==> src/rtl/spi_master_if.sv <==
// Controller-side handshake and SPI pin bundle for spi_master.
// The master modport is the view taken by spi_master itself; the slave
// modport is the view taken by whatever drives requests and models MISO.
interface spi_master_if;
  logic       start;
  logic [7:0] tx_data;
  logic       busy;
  logic       done;
  logic [7:0] rx_data;
  logic       spi_clk;
  logic       spi_mosi;
  logic       spi_miso;
  logic       spi_cs_n;

  modport master (
    input  start, tx_data, spi_miso,
    output busy, done, rx_data, spi_clk, spi_mosi, spi_cs_n
  );

  modport slave (
    output start, tx_data, spi_miso,
    input  busy, done, rx_data, spi_clk, spi_mosi, spi_cs_n
  );
endinterface

==> src/rtl/spi_master.sv <==
// Single-byte SPI mode-0 master (CPOL=0, CPHA=0), MSB first, full duplex.
// One accepted start produces SETUP, 16 clock toggles, HOLD and a CS-high GAP.
module spi_master #(
  parameter int CLK_DIV = 4  // system clocks per SPI half-period, 2..255
) (
  input  logic         clk,
  input  logic         rst_n,
  spi_master_if.master bus
);

  typedef enum logic [2:0] {IDLE, SETUP, SHIFT, HOLD, GAP} state_t;

  localparam logic [7:0] TC_VAL = 8'(CLK_DIV - 1);

  state_t     state_q, state_d;
  logic [7:0] cnt_q, cnt_d;
  logic [3:0] bit_q, bit_d;
  logic [7:0] tx_q, tx_d;
  logic [7:0] rx_sh_q, rx_sh_d;
  logic [7:0] rx_data_q, rx_data_d;
  logic       busy_q, busy_d;
  logic       done_q, done_d;
  logic       sclk_q, sclk_d;
  logic       mosi_q, mosi_d;
  logic       cs_n_q, cs_n_d;
  logic       tc;

  // Next-state and output computation for the transfer sequencer
  always_comb begin
    state_d   = state_q;
    bit_d     = bit_q;
    tx_d      = tx_q;
    rx_sh_d   = rx_sh_q;
    rx_data_d = rx_data_q;
    busy_d    = busy_q;
    done_d    = 1'b0;
    sclk_d    = sclk_q;
    mosi_d    = mosi_q;
    cs_n_d    = cs_n_q;

    tc = (cnt_q == TC_VAL);
    // Half-period counter idles at 0 and wraps on every terminal count,
    // which is also the only point where a state change happens.
    cnt_d = (state_q == IDLE || tc) ? 8'd0 : cnt_q + 8'd1;

    case (state_q)
      IDLE: begin
        if (bus.start) begin
          tx_d    = bus.tx_data;
          rx_sh_d = 8'd0;
          bit_d   = 4'd0;
          cs_n_d  = 1'b0;
          mosi_d  = bus.tx_data[7];
          busy_d  = 1'b1;
          state_d = SETUP;
        end
      end
      SETUP: begin
        // The end of the setup half-period is also the first rising edge,
        // so capture bit 7 of MISO here and continue in SHIFT.
        if (tc) begin
          sclk_d  = 1'b1;
          rx_sh_d = {rx_sh_q[6:0], bus.spi_miso};
          bit_d   = bit_q + 4'd1;
          state_d = SHIFT;
        end
      end
      SHIFT: begin
        if (tc) begin
          if (!sclk_q) begin
            sclk_d  = 1'b1;
            rx_sh_d = {rx_sh_q[6:0], bus.spi_miso};
            bit_d   = bit_q + 4'd1;
          end else begin
            sclk_d = 1'b0;
            if (bit_q == 4'd8) begin
              mosi_d  = 1'b0;
              state_d = HOLD;
            end else begin
              // tx_q[6] is always the next bit to present after a falling edge
              mosi_d = tx_q[6];
              tx_d   = {tx_q[6:0], 1'b0};
            end
          end
        end
      end
      HOLD: begin
        if (tc) begin
          cs_n_d    = 1'b1;
          rx_data_d = rx_sh_q;
          done_d    = 1'b1;
          state_d   = GAP;
        end
      end
      GAP: begin
        if (tc) begin
          busy_d  = 1'b0;
          state_d = IDLE;
        end
      end
      default: state_d = IDLE;
    endcase
  end

  // State and datapath registers with asynchronous reset
  always_ff @(posedge clk or negedge rst_n) begin
    if (!rst_n) begin
      state_q   <= IDLE;
      cnt_q     <= 8'd0;
      bit_q     <= 4'd0;
      tx_q      <= 8'd0;
      rx_sh_q   <= 8'd0;
      rx_data_q <= 8'd0;
      busy_q    <= 1'b0;
      done_q    <= 1'b0;
      sclk_q    <= 1'b0;
      mosi_q    <= 1'b0;
      cs_n_q    <= 1'b1;
    end else begin
      state_q   <= state_d;
      cnt_q     <= cnt_d;
      bit_q     <= bit_d;
      tx_q      <= tx_d;
      rx_sh_q   <= rx_sh_d;
      rx_data_q <= rx_data_d;
      busy_q    <= busy_d;
      done_q    <= done_d;
      sclk_q    <= sclk_d;
      mosi_q    <= mosi_d;
      cs_n_q    <= cs_n_d;
    end
  end

  assign bus.busy     = busy_q;
  assign bus.done     = done_q;
  assign bus.rx_data  = rx_data_q;
  assign bus.spi_clk  = sclk_q;
  assign bus.spi_mosi = mosi_q;
  assign bus.spi_cs_n = cs_n_q;

endmodule

==> src/flat_wrapper.sv <==
// flat-port wrapper written by rule: the top's interface ports become plain ports
module spi_master_flat 
#(
  parameter int CLK_DIV = 4                                              
)
  (clk, rst_n, bus_start, bus_tx_data, bus_spi_miso, bus_busy, bus_done, bus_rx_data, bus_spi_clk, bus_spi_mosi, bus_spi_cs_n);
  spi_master_if bus_i ();
  input  logic clk;
  input  logic rst_n;
  input wire logic [$bits(bus_i.start)-1:0] bus_start;
  input wire logic [$bits(bus_i.tx_data)-1:0] bus_tx_data;
  input wire logic [$bits(bus_i.spi_miso)-1:0] bus_spi_miso;
  output wire logic [$bits(bus_i.busy)-1:0] bus_busy;
  output wire logic [$bits(bus_i.done)-1:0] bus_done;
  output wire logic [$bits(bus_i.rx_data)-1:0] bus_rx_data;
  output wire logic [$bits(bus_i.spi_clk)-1:0] bus_spi_clk;
  output wire logic [$bits(bus_i.spi_mosi)-1:0] bus_spi_mosi;
  output wire logic [$bits(bus_i.spi_cs_n)-1:0] bus_spi_cs_n;
  assign bus_i.start = bus_start;
  assign bus_i.tx_data = bus_tx_data;
  assign bus_i.spi_miso = bus_spi_miso;
  assign bus_busy = bus_i.busy;
  assign bus_done = bus_i.done;
  assign bus_rx_data = bus_i.rx_data;
  assign bus_spi_clk = bus_i.spi_clk;
  assign bus_spi_mosi = bus_i.spi_mosi;
  assign bus_spi_cs_n = bus_i.spi_cs_n;
  spi_master #(.CLK_DIV(CLK_DIV)) u_core (.clk(clk), .rst_n(rst_n), .bus(bus_i));
endmodule
==> config.mk <==
export PLATFORM = sky130hd
export DESIGN_NAME = spi_master_flat
export DESIGN_NICKNAME = d
export VERILOG_FILES = /design/src/rtl/spi_master_if.sv /design/src/rtl/spi_master.sv /design/src/flat_wrapper.sv
export SDC_FILE = /design/constraint.sdc
export NUM_CORES = 1
export LEC_CHECK = 0
export ABC_CLOCK_PERIOD_IN_PS = 4820
export CORE_UTILIZATION = 40
export CTS_BUF_LIST = sky130_fd_sc_hd__clkbuf_4 sky130_fd_sc_hd__clkbuf_8 sky130_fd_sc_hd__clkbuf_16
export DETAILED_ROUTE_END_ITERATION = 6
export PLACE_DENSITY = 0.69
export SKIP_LAST_GASP = 1
export SLEW_MARGIN = 30
export SYNTH_ARGS = -nofsm -noshare
export SYNTH_HDL_FRONTEND = slang
export SYNTH_SLANG_ARGS = --single-unit
==> constraint.sdc <==
create_clock -name clk -period 4.82 [get_ports clk]
set_input_delay 0.723 -clock clk [delete_from_list [all_inputs] [get_ports clk]]
set_output_delay 0.723 -clock clk [all_outputs]
set_load 0.02 [all_outputs]
Word-level counts from Yosys, hierarchy flattened --
Index checks and enable logic that the tools add are counted.
Cells by class: add/sub/neg operators 2, equality and inequality tests 15, multiplexer cells 40, reductions and logical operators 15
Operators by type and width (number):
- $mux 8 | 5
- $mux 7 | 4
- $pmux 8 s3 | 1
- $mux 3 | 7
- $mux 4 | 4
- $pmux 3 s5 | 1
- $pmux 7 s2 | 1
- $mux 1 | 12
- $ne 2x1->1 const B | 6
- $pmux 4 s3 | 1
- $reduce_and 5->1 | 2
- $reduce_and 3->1 | 3
- $add 8x1->8 const B | 1
- $eq 8x2->1 const B | 1
- $pmux 1 s2 | 4
- $reduce_bool 2->1 | 4
- $reduce_and 7->1 | 1
- $eq 3x2->1 const B | 2
- $ne 2x2->1 const B | 3
- $add 4x1->4 const B | 1
- $eq 4x4->1 const B | 1
- $reduce_and 4->1 | 1
- $eq 3x1->1 const B | 1
- $eq 3x3->1 const B | 1
- other kinds (4) | 4
Storage, ports and cells: flip-flop bits (word level) 43, input bits 12, output and inout bits 13, word-level logic and storage cells 83

Depth between registers and ports, before layout --
word-level depth 5, mapped depth 6, gate-level depth less buffers 6

Worst setup path after synthesis --
No wires, ideal clock.
path kind flip-flop to flip-flop, from register u_core.cnt_q[0], to register u_core.rx_data_q[0], in the netlist u_core.bus.rx_data[0], library setup time 125 ps, data arrival time 1705 ps, data required time 4695 ps, slack 2990 ps, cell stages (with the launch flop) 7, path buffers 1, clock period less this slack 1830 ps, cells stage by stage dfrtp_1 -> ha_1 -> nor3b_1 -> nand2_2 -> or3_1 -> buf_6 -> mux2_4
Between the ends: cells in the longest elaborated chain, start to end 2
Ends and longest elaborated chain:
- start: declaration | line spi_master.sv:16 | logic [7:0] cnt_q, cnt_d;
- start signal: assignment | line spi_master.sv:121 | cnt_q <= cnt_d;
- $eq 8x2->1 | line spi_master.sv:41 | tc = (cnt_q == TC_VAL);
- $reduce_and 2->1 (no line)
- end signal: assignment | line spi_master.sv:125 | rx_data_q <= rx_data_d;
- end: declaration | line spi_master.sv:20 | logic [7:0] rx_data_q, rx_data_d;
Every way passes these cells. A chain may end at the register's enable or synchronous reset.

Worst setup path after layout --
from input port bus_start, to register u_core.tx_q[4]
Between the ends: cells in the longest elaborated chain, start to end 2
Ends and longest elaborated chain:
- start: declaration | line flat_wrapper.sv:10 | input wire logic [$bits(bus_i.start)-1:0] bus_start;
- $ne 2x2->1 (no line)
- $reduce_and 5->1 (no line)
- end signal: assignment | line spi_master.sv:123 | tx_q <= tx_d;
- end: declaration | line spi_master.sv:18 | logic [7:0] tx_q, tx_d;
Every way passes these cells.

==> run_summary.xml <==
<?xml version="1.0" encoding="UTF-8"?>
<metrics>
  <group name="global_route">
    <metric name="grt_max_degree" unit="">44</metric>
    <metric name="global_route.usage.total" unit="">0.151</metric>
    <metric name="grt_antenna_before_repair" unit="">0</metric>
    <metric name="overflow" unit="">0</metric>
    <metric name="grt_pass1_vias" unit="">1351</metric>
    <metric name="global_route_wire_length_before_repair" unit="mm">6.31</metric>
  </group>
  <group name="routing">
    <metric name="route.antenna.remaining_nets" unit="">0</metric>
    <metric name="drcViolationCount" unit="">0</metric>
    <metric name="detail_route.wl_per_cell" unit="um">13.3</metric>
    <metric name="first_iter_violations" unit="">54</metric>
    <metric name="routed_wirelength" unit="mm">3.74</metric>
    <metric name="vias_per_cell" unit="">4.95</metric>
    <metric name="total_iterations_of_the_first_detailed_routing_run" unit="">4</metric>
    <metric name="dr_total_vias" unit="">1397</metric>
  </group>
  <group name="timing">
    <metric name="period_minus_slack" unit="ps">2270</metric>
    <metric name="worst-slew-pin-transition" unit="ps">628</metric>
    <metric name="setup_repair_after_global_routing_missed_its_margin" unit="">no</metric>
    <metric name="fmax" unit="MHz">440</metric>
    <metric name="crit_share_post_route" unit="">0.472</metric>
    <metric name="timing.setup.tns" unit="ps">0</metric>
    <metric name="finalHoldViolations" unit="">0</metric>
    <metric name="finalClockSkew" unit="ps">7.31</metric>
    <metric name="timing.slew.headroom" unit="">0.580</metric>
    <metric name="fin_hold_ws" unit="ps">403</metric>
    <metric name="final-setup-viol-count" unit="">0</metric>
    <metric name="slew_viol_final" unit="">0</metric>
  </group>
  <group name="cts">
    <metric name="cts-hold-fix-buffers" unit="">0</metric>
    <metric name="post_cts_setup_driven_buffer_insertion_count" unit="">0</metric>
    <metric name="cts_buffers" unit="">5</metric>
    <metric name="clkTransAtPathRegs" unit="ps">80</metric>
    <metric name="worstSkewPairLatency" unit="ps">300</metric>
    <metric name="cts-root-buf" unit="">clkbuf_8</metric>
    <metric name="clock_tree_from_tritoncts" unit="">done</metric>
    <metric name="h-tree-depth" unit="">2</metric>
    <metric name="cts_resized" unit="">0</metric>
    <metric name="cts-root-to-sink-buffers" unit="">2</metric>
    <metric name="cts.sink_count" unit="">43</metric>
  </group>
  <group name="setup_path">
    <metric name="r2r_setup_slack" unit="ps">2690</metric>
    <metric name="path_max_fanout" unit="">7</metric>
    <metric name="path_cells" unit="">clkdlybuf4s50_1, nor4b_2, a31oi_1, a21oi_2, mux2_2</metric>
    <metric name="crit-reg2reg-capture" unit="">u_core.bus.rx_data[6]</metric>
    <metric name="critical_path_max_stage_delay" unit="ps">540</metric>
    <metric name="worst_setup_path_start_kind" unit="">input pin</metric>
    <metric name="worst-endpoint-arrival" unit="ps">2460</metric>
    <metric name="cp_top_family" unit="">buffers and inverters</metric>
    <metric name="ff2ff_path_depth" unit="">5</metric>
    <metric name="timing_worst_setup_path_type" unit="">in -&gt; reg</metric>
    <metric name="crit_buf_inv" unit="">1</metric>
    <metric name="crit_path_end_kind" unit="">register</metric>
    <metric name="critical_path.startpoint" unit="">bus_start</metric>
    <metric name="r2r-start" unit="">u_core.cnt_q[0]</metric>
    <metric name="timing.critical_path.slowest_stage_cell" unit="">clkdlybuf4s50_1</metric>
    <metric name="worst_ep_required_time" unit="ps">5000</metric>
  </group>
  <group name="placement">
    <metric name="dp.final_hpwl" unit="mm">2.62</metric>
    <metric name="finalWeightedCongestion" unit="">0.883</metric>
    <metric name="io_buffer_count" unit="">24</metric>
  </group>
  <group name="synth">
    <metric name="post_synth_inst_count" unit="">185</metric>
    <metric name="synth-seq-cells" unit="">43</metric>
    <metric name="synth_cell_type_count" unit="">42</metric>
    <metric name="mapped_cell_area" unit="um^2">2110</metric>
    <metric name="synth_edf_count" unit="">0</metric>
    <metric name="synth-async-reset-ratio" unit="">1.00</metric>
    <metric name="synth_warn" unit="">0</metric>
    <metric name="postSynthAreaPerCell" unit="um^2">11.4</metric>
    <metric name="syn-num-nets" unit="">200</metric>
    <metric name="synth-main-ff-cell" unit="">dfrtp_1</metric>
    <metric name="synth_seq_area_share" unit="">0.510</metric>
  </group>
  <group name="floorplan">
    <metric name="num_rows" unit="">26</metric>
    <metric name="dieArea" unit="um^2">5570</metric>
    <metric name="fp.dieH" unit="um">74.6</metric>
    <metric name="floorplan.io_pins" unit="">25</metric>
    <metric name="core_area" unit="um^2">5110</metric>
    <metric name="start_util" unit="">0.413</metric>
    <metric name="chipWidth" unit="um">74.6</metric>
  </group>
  <group name="pwr">
    <metric name="peakVddDrop" unit="V">0.000242</metric>
    <metric name="power.density" unit="nW/um^2">583</metric>
    <metric name="power_leakage" unit="nW">1.08</metric>
  </group>
  <group name="final_layout">
    <metric name="syn_to_final_growth" unit="%">18.0</metric>
    <metric name="finalNetCount" unit="">226</metric>
    <metric name="count_of_fill_cells_added_during_filler_insertion" unit="">484</metric>
    <metric name="drive_above_1_share" unit="">0.217</metric>
    <metric name="diodes" unit="">0</metric>
  </group>
  <group name="min_path">
    <metric name="hold_class" unit="">in -&gt; async</metric>
  </group>
  <group name="flow_run">
    <metric name="maxCapViolCount" unit="">0</metric>
  </group>
  <group name="outcome">
    <metric name="run_status" unit="">finished, final reports clean</metric>
  </group>
</metrics>
## cell type report
cell class,instances,area [um^2],share of cell area
Clock buffer,6,76.3,0.0307
Clock inverter,2,12.5,0.00503
Inverter,14,52.6,0.0211
Multi-Input combinational cell,122,938,0.377
Sequential cell,43,1080,0.433
Tap cell,70,87.6,0.0352
Timing Repair Buffer,25,245,0.0985
## worst max-delay path by stage
| stage | end | slack, ps | depth (start not counted) |
|---|---|---|---|
| floorplan | u_core.bus.rx_data[0] | 2990 | 6 |
| global placement | u_core.tx_q[2] | 2320 | 5 |
| detailed placement | u_core.tx_q[5] | 2230 | 5 |
| CTS | u_core.tx_q[4] | 2550 | 5 |
| global route | u_core.tx_q[4] | 2370 | 5 |
| finish | u_core.tx_q[4] | 2550 | 5 |
## through the flow
stage	setup WS (ps)	std cells	area [um^2]	util	power, mW
2_1_floorplan	2990	185	2110	-	1.06
3_3_place_gp	2320	274	2400	0.470	1.22
3_5_place_dp	2230	274	2400	0.470	1.24
4_1_cts	2550	282	2490	0.487	1.47
5_1_grt	2370	282	2490	0.488	1.56
6_report	2550	282	2490	0.488	1.45
## cell usage in the layout, fill, tap and decap left out, types with 3 or more instances in the layout
master	count
ha_1	3
mux2_4	8
nor3b_1	4
o21ai_0	6
mux2i_1	5
xnor2_1	4
and3_1	3
nand2_1	11
clkbuf_8	5
nor2_1	16
nor3_1	3
nand3_1	6
inv_1	14
mux2_2	17
xor2_1	4
dfrtp_1	42
clkdlybuf4s50_1	23
a21oi_1	5
## report_power, final
group / internal (mW) / switching, mW
sequential: 0.487 / 0.100
combinational: 0.312 / 0.323
clock: 0.107 / 0.122
## sequential cells by signal, indices dropped and copies added, names as in the netlist
signal and flops:
u_core.bit_q 4, u_core.tx_q 7, u_core.bus.spi_cs_n 1, u_core.bus.spi_mosi 1
u_core.bus.busy 1, u_core.bus.done 1, u_core.state_q 3, u_core.rx_sh_q 8
u_core.bus.spi_clk 1, u_core.cnt_q 8, u_core.bus.rx_data 8
## worst reg2reg max path, delay by kind of cell, from the launching register on
kind          cells  cell delay, ps
fa+ha+maj         1             230
flops             1             390
simple gates      3            1030
mux               1             390
## cells in the mapped netlist, types with 3 or more instances
| library cell | instances | area [um^2] |
|---|---|---|
| xor2_1 | 4 | 35.0 |
| mux2_4 | 8 | 120 |
| a21oi_1 | 5 | 25.0 |
| and3_1 | 3 | 18.8 |
| inv_1 | 14 | 52.6 |
| buf_4 | 3 | 22.5 |
| o21ai_0 | 6 | 30.0 |
| nor2_1 | 16 | 60.1 |
| dfrtp_1 | 42 | 1050 |
| nand3_1 | 6 | 30.0 |
| nor3b_1 | 4 | 30.0 |
| mux2i_1 | 5 | 50.1 |
| nand2_1 | 11 | 41.3 |
| xnor2_1 | 4 | 35.0 |
| mux2_2 | 17 | 191 |
| ha_1 | 3 | 37.5 |
| nor3_1 | 3 | 15.0 |
## routing by layer
metal  vias to the layer above  wire length, um  global-route usage
met1                       674             1810               0.196
li1                        693                -                   -
met2                        22             1730               0.231
met4                         0               84              0.0755
met5                         -                0                   0
met3                         8              113              0.0428
## logic make-up (layout without fill, tap and decap cells)
| group | after synthesis | after routing | share of synthesized area |
|---|---|---|---|
| and+or+nand+nor | 58 | 58 | 0.149 |
| buffers and inverters | 20 | 47 | 0.0450 |
| adders and majority gates | 3 | 3 | 0.0178 |
| DFF | 43 | 43 | 0.510 |
| AOI/OAI and AO/OA | 23 | 23 | 0.0729 |
| xor gates and xnor gates | 8 | 8 | 0.0332 |
| muxes | 30 | 30 | 0.171 |
Note: power is estimated with default switching activity, not from simulation.
